--- config.mk ---
export PLATFORM = sky130hd
export DESIGN_NAME = instr_sequencer
export DESIGN_NICKNAME = d
export VERILOG_FILES = /design/src/rtl/instr_sequencer_pkg.sv /design/src/rtl/instr_mem.sv /design/src/rtl/instr_sequencer.sv
export SDC_FILE = /design/constraint.sdc
export NUM_CORES = 2
export LEC_CHECK = 0
export ABC_CLOCK_PERIOD_IN_PS = 6060
export BUFFER_PORTS_ARGS = -buffer_cell sky130_fd_sc_hd__buf_2
export CAP_MARGIN = 20
export CORE_ASPECT_RATIO = 0.5
export CORE_MARGIN = 2
export CORE_UTILIZATION = 50
export CTS_CLUSTER_SIZE = 25
export DETAILED_ROUTE_END_ITERATION = 12
export PLACE_DENSITY = 0.72
export SYNTH_ARGS = -nofsm -noshare
export SYNTH_HDL_FRONTEND = slang
export SYNTH_SLANG_ARGS = --single-unit
--- constraint.sdc ---
create_clock -name clk -period 6.06 [get_ports clk]
set_clock_uncertainty 0.05 [all_clocks]
set_input_delay 0.909 -clock clk [delete_from_list [all_inputs] [get_ports clk]]
set_output_delay 0.909 -clock clk [all_outputs]
set_load 0.01 [all_outputs]
--- src/rtl/instr_sequencer_pkg.sv ---
// Shared encodings for the instruction sequencer: fixed instruction words,
// sequencer states and halt cause codes.
package instr_sequencer_pkg;

  localparam logic [31:0] NOP    = 32'h00000013;
  localparam logic [31:0] EBREAK = 32'h00100073;
  localparam logic [31:0] ECALL  = 32'h00000073;

  localparam logic [6:0] OPC_BRANCH = 7'b1100011;

  typedef enum logic [1:0] {
    SEQ_IDLE = 2'd0,
    SEQ_RUN  = 2'd1,
    SEQ_DONE = 2'd2
  } seq_state_e;

  localparam logic [1:0] HALT_SYS       = 2'd0;
  localparam logic [1:0] HALT_SELF_LOOP = 2'd1;
  localparam logic [1:0] HALT_RANGE     = 2'd2;
  localparam logic [1:0] HALT_TIMEOUT   = 2'd3;

endpackage

--- src/rtl/instr_mem.sv ---
// Program memory: one synchronous write port, one asynchronous read port.
// Contents are not reset.
module instr_mem #(
  parameter int DEPTH = 64,
  parameter int AW    = 6
) (
  input  logic          clk,
  input  logic          we,
  input  logic [AW-1:0] waddr,
  input  logic [31:0]   wdata,
  input  logic [AW-1:0] raddr,
  output logic [31:0]   rdata
);

  logic [31:0] mem [DEPTH];

  always_ff @(posedge clk) begin
    if (we) mem[waddr] <= wdata;
  end

  assign rdata = mem[raddr];

endmodule

--- src/rtl/instr_sequencer.sv ---
// Fetch/sequencing controller: feeds the single-cycle core from a loadable
// program memory, follows taken branches and stops on the first halt condition.
module instr_sequencer
  import instr_sequencer_pkg::*;
#(
  parameter int IMEM_DEPTH = 64,
  parameter int ADDR_W     = 6,
  parameter int MAX_CYCLES = 1024
) (
  input  logic              clk,
  input  logic              rst_n,
  input  logic              start,
  input  logic              load_we,
  input  logic [ADDR_W-1:0] load_addr,
  input  logic [31:0]       load_data,
  output logic [31:0]       instr,
  input  logic              branch_taken,
  output logic [ADDR_W+1:0] pc,
  output logic              busy,
  output logic              done,
  output logic [1:0]        halt_cause,
  output logic [15:0]       cycle_count,
  output seq_state_e        state_dbg
);

  localparam int PW         = ADDR_W + 2;
  localparam int IMEM_BYTES = 4 * IMEM_DEPTH;

  seq_state_e state;
  logic [31:0] mem_rdata;

  // Loads are only honoured outside RUN so a running program cannot be modified.
  instr_mem #(.DEPTH(IMEM_DEPTH), .AW(ADDR_W)) u_mem (
    .clk   (clk),
    .we    (load_we && (state != SEQ_RUN)),
    .waddr (load_addr),
    .wdata (load_data),
    .raddr (pc[ADDR_W+1:2]),
    .rdata (mem_rdata)
  );

  assign instr     = (state == SEQ_RUN) ? mem_rdata : NOP;
  assign state_dbg = state;

  logic        taken;
  logic [12:0] imm_b;
  logic signed [31:0] pc_ext, imm_ext, next_full;
  logic        range_bad;
  logic        halt;
  logic [1:0]  cause;

  assign taken   = (instr[6:0] == OPC_BRANCH) && branch_taken;
  assign imm_b   = {instr[31], instr[7], instr[30:25], instr[11:8], 1'b0};
  assign pc_ext  = {{(32-PW){1'b0}}, pc};
  assign imm_ext = {{19{imm_b[12]}}, imm_b};

  // Next PC is formed wide so a wrap past either end of memory is visible.
  assign next_full = taken ? (pc_ext + imm_ext) : (pc_ext + 32'sd4);
  assign range_bad = (next_full < 0) || (next_full > IMEM_BYTES - 1) || (taken && imm_b[1]);

  always_comb begin
    halt  = 1'b1;
    cause = HALT_SYS;
    if ((instr == EBREAK) || (instr == ECALL))             cause = HALT_SYS;
    else if (taken && (imm_b == 13'd0))                    cause = HALT_SELF_LOOP;
    else if (range_bad)                                    cause = HALT_RANGE;
    else if (({16'd0, cycle_count} + 32'd1) == 32'(MAX_CYCLES)) cause = HALT_TIMEOUT;
    else                                                   halt  = 1'b0;
  end

  always_ff @(posedge clk or negedge rst_n) begin
    if (!rst_n) begin
      state       <= SEQ_IDLE;
      pc          <= '0;
      busy        <= 1'b0;
      done        <= 1'b0;
      halt_cause  <= HALT_SYS;
      cycle_count <= '0;
    end else begin
      case (state)
        SEQ_IDLE, SEQ_DONE: begin
          if (start) begin
            state       <= SEQ_RUN;
            pc          <= '0;
            cycle_count <= '0;
            busy        <= 1'b1;
            done        <= 1'b0;
          end
        end
        SEQ_RUN: begin
          if (cycle_count != 16'hFFFF) cycle_count <= cycle_count + 16'd1;
          if (halt) begin
            state      <= SEQ_DONE;
            busy       <= 1'b0;
            done       <= 1'b1;
            halt_cause <= cause;
          end else begin
            pc <= next_full[PW-1:0];
          end
        end
        default: begin
          state <= SEQ_IDLE;
          busy  <= 1'b0;
          done  <= 1'b0;
        end
      endcase
    end
  end

endmodule

==> metrics list <==
- Max FO, Critical Path: 40
* Worst max-slew margin expressed relative to the limit: 0.207
- Asr flop ratio synth: 0.0135
- EDFF count, synth: 2048
- Endpoint of the most critical register-to-register path: pc[2]
- For the pin with the worst max-slew slack, the measured transition is 1.18 ns.
- After synthesis the netlist holds a flip-flop and latch count of 2076.
- Power density cells: 441 mW/mm^2
- Of the post-synthesis cell area, the part taken by muxes is 0.154.
- Worst setup slack after layout: 0.0374 ns
* Required time worst endpoint: 5.10 ns
- Proportion of synthesized chip area in sequential cells: 0.762
* Area of the core region: 0.161 mm^2
- Effective utilization at floorplan: 0.505
- In this run the clock root is driven by a clkbuf_16.
- STA classifies the critical path endpoint as an output pin.
* Port buffer count: 103
- Pin count of the biggest net entering global routing: 99
- Number of hold-slack violations in the final timing report: 0
* Start of the worst register-to-register path: pc[4]
- Dividing the detail-routed wire length by the instance count gives 38.0 um.
* Final global-route overflow total: 0
- The H-tree generated during clock tree synthesis spans 4 levels.
- The net count of the finished layout is 4196.
- The via count of the first global-routing pass came to 42200.
- Of the total synthesized cell area, the portion taken by AND, OR, NAND and NOR gates is 0.0286.
* Time the worst path needs with I/O delays and setup: 6.02 ns
- Fin crit share: 0.994
- Final setup vio count: 0
* Most common cell after layout, fill and taps aside: edfxtp_1
* Setup slack of the most critical reg-to-reg path: 0.17 ns
* Standard-cell row count: 104
* Mean area per synthesized cell: 21.3 um^2
- Worst hold path type: in2async
* Peak clock frequency supported by timing: 166 MHz
- DRC errors left: 0
- 105 I/O pins were placed.
- The first global-routing pass estimated 335000 um of wire.
- Share of the synthesized area in compound gates (AO/OA/AOI/OAI): 0.0333
- Clk buf depth: 3
- Combinational family with the most area after synthesis: multiplexers
* Post-DP HPWL: 143000 um
- Across the run, the number of max-cap violations was 0.
* Initial antenna violation count: 17
- Clock latency reported for the late side of the worst-skew pair: 0.81 ns
* Clock sink count: 2076
* CTS hold repair buffers: 0
- Syn Inst Count: 3829
- Compared with the post-synthesis result, the final layout area differs by 12.9%.
* Crit path arrival time: 5.06 ns
* Post-detailed-route count of antenna-violating nets: 0
- Total Power: 40.6 mW
- The synthesized netlist contains 101 unique library cells.
- Vias per cell: 6.87
- Number of optimization iterations in the first detailed-route pass: 8
- TritonCTS created 177 clock buffers.
- Mapped Nets: 3882
- In this run the worst setup path begins at pc[4].
- Summed instance area of the synthesized netlist: 0.0816 mm^2
- Flip-flop cell with the highest count after synthesis: edfxtp_1
- Measured in cells, the most critical reg-to-reg path has a length of 13.
* Count of vias placed by the detailed router: 44500
* RSZ-0062 raised after global routing: no
- Clock slew at the register clock pins of the worst setup and hold paths: 0.07 ns
- Run status: completed
- The worst setup path is launched from a flop.
- Across the VDD grid, the largest voltage drop is 0.397 mV.
* Total GRT Usage: 0.293
* Final Max Slew Viols: 0
- Leakage: 29.2 nW
- Final weighted congestion in routability-driven placement: 0.943
* Die Outline Area: 0.167 mm^2
* Critical path type: reg2out
- Of the total synthesized cell area, the portion taken by full adders, half adders and majority gates is 0.00163.
* Capture point of the worst path: instr[5]
* Fraction of layout cells with a size suffix above 1: 0.273
* Highest-count cells in the layout ignoring fill and taps: 2048 x edfxtp_1, 438 x mux4_2, 184 x clkbuf_16
- OpenSTA, run right after detailed placement, puts the worst setup slack at 0.130 ns.
- Horizontal extent of the die: 575 um
* XOR/XNOR Fraction of Synth Area: 0.000751
- Total negative setup slack: 0 ns
* Yosys warnings: 0
* Initial detailed-routing violation count: 8378
- CTS tree: done
- The die is 290 um tall.
- Wires add up to 246000 um.
## critical path: stages, from the launching register on
cell and delay, ns:
dfrtp_4 1.01, buf_4 0.39, buf_4 0.57, mux4_2 0.41, mux2i_1 0.31, nor3_1 0.08, a2111oi_0 0.80, buf_4 0.24
a211oi_1 0.11, buf_2 0.23
## per-layer routing
layer | track usage | vias up | wire length (um)
met3 | 0.0957 | 642 | 38000
met4 | 0.134 | 10 | 12400
met5 | 0 | - | 115
li1 | - | 16800 | -
met2 | 0.431 | 3960 | 108000
met1 | 0.403 | 23100 | 87600
## Yosys cell counts, drive strengths merged, types with 4 or more instances
cell | count | area share
o21ai | 55 | 0.0034
a2111oi | 6 | 0.00072
a22o | 18 | 0.0019
a211o | 4 | 0.00044
clkbuf | 61 | 0.0031
nand2b | 16 | 0.0012
nand2 | 121 | 0.0056
buf | 148 | 0.016
and2 | 21 | 0.0016
nor3 | 24 | 0.0015
a21oi | 48 | 0.0029
o221ai | 16 | 0.0017
a32oi | 7 | 0.00075
nand3b | 11 | 0.0011
edfxtp | 2048 | 0.75
nand3 | 46 | 0.0028
or2 | 4 | 0.00031
nor2b | 21 | 0.0016
inv | 13 | 0.00060
mux4 | 467 | 0.13
o31ai | 16 | 0.0016
mux2 | 37 | 0.0052
nand4 | 17 | 0.0013
a22oi | 76 | 0.0070
and3 | 18 | 0.0014
xnor2 | 6 | 0.00064
a221oi | 15 | 0.0016
o22ai | 28 | 0.0021
mux2i | 150 | 0.018
nor2 | 148 | 0.0069
nor3b | 4 | 0.00037
o211ai | 9 | 0.00083
or3 | 4 | 0.00031
nor4 | 10 | 0.00084
dfrtp | 28 | 0.0086
o41ai | 4 | 0.00043
a211oi | 15 | 0.0016
a21o | 5 | 0.00048
o2111ai | 5 | 0.00054
ha | 9 | 0.0014
a31oi | 16 | 0.0013
## final cells by class
cell class	count	area, um^2
Clock buffer	229	4790
Clock inverter	100	871
Antenna cell	11	27.5
Sequential cell	2076	62200
Tap cell	2173	2720
Multi-Input combinational cell	1528	18300
Timing Repair Buffer	345	3160
Inverter	15	57.6
Fill cell	11300	69300
## stage by stage
stage / std cells / utilization / area, um^2 / hold WS, ns
6_report: 6477 / 0.571 / 92200 / 0.0880
3_3_place_gp: 6117 / 0.533 / 86100 / 0.499
2_1_floorplan: 3829 / - / 81600 / 0.521
5_1_grt: 6472 / 0.571 / 92100 / 0.137
4_1_cts: 6449 / 0.568 / 91800 / 0.0677
3_5_place_dp: 6120 / 0.533 / 86100 / 0.517
## state kept, by name, summed over array words and instances (netlist names)
| register | count |
|---|---|
| busy | 1 |
| cycle_count | 16 |
| done | 1 |
| halt_cause | 2 |
| pc | 7 |
| state_dbg | 1 |
| u_mem.mem | 2048 |
## worst min path at each step
stage | depth (start not counted) | slack [ns] | end
detailed placement | 2 | 0.52 | busy
global placement | 1 | 0.50 | cycle_count[7]
floorplan | 1 | 0.52 | cycle_count[7]
global route | 1 | 0.14 | cycle_count[1]
CTS | 1 | 0.07 | cycle_count[5]
finish | 1 | 0.09 | cycle_count[10]
## what timing repair did
item                                    in CTS  in global routing
gates resized for setup                      0                  2
setup buffers                                0                  1
endpoints found under the hold margin        0                  0
endpoints found under the setup margin       0                  9
## logic make-up (layout without fill, tap and decap cells)
family	after synthesis	after routing
DFF	2076	2076
muxes	654	654
and+or+nand+nor	479	479
AOI/OAI and AO/OA	377	377
buffers and inverters	225	689
adders and majority gates	10	10
xor gates and xnor gates	7	7
other	1	12
## where the power goes
group / switching (mW) / internal, mW / leakage [nW] / total (mW)
Sequential: 0.313 / 15.9 / 18.8 / 16.2
Combinational: 7.81 / 5.32 / 7.66 / 13.1
Clock: 5.15 / 6.15 / 2.76 / 11.3
Total: 13.3 / 27.3 / 29.2 / 40.6
No activity file was read; power rests on OpenSTA's default activity.
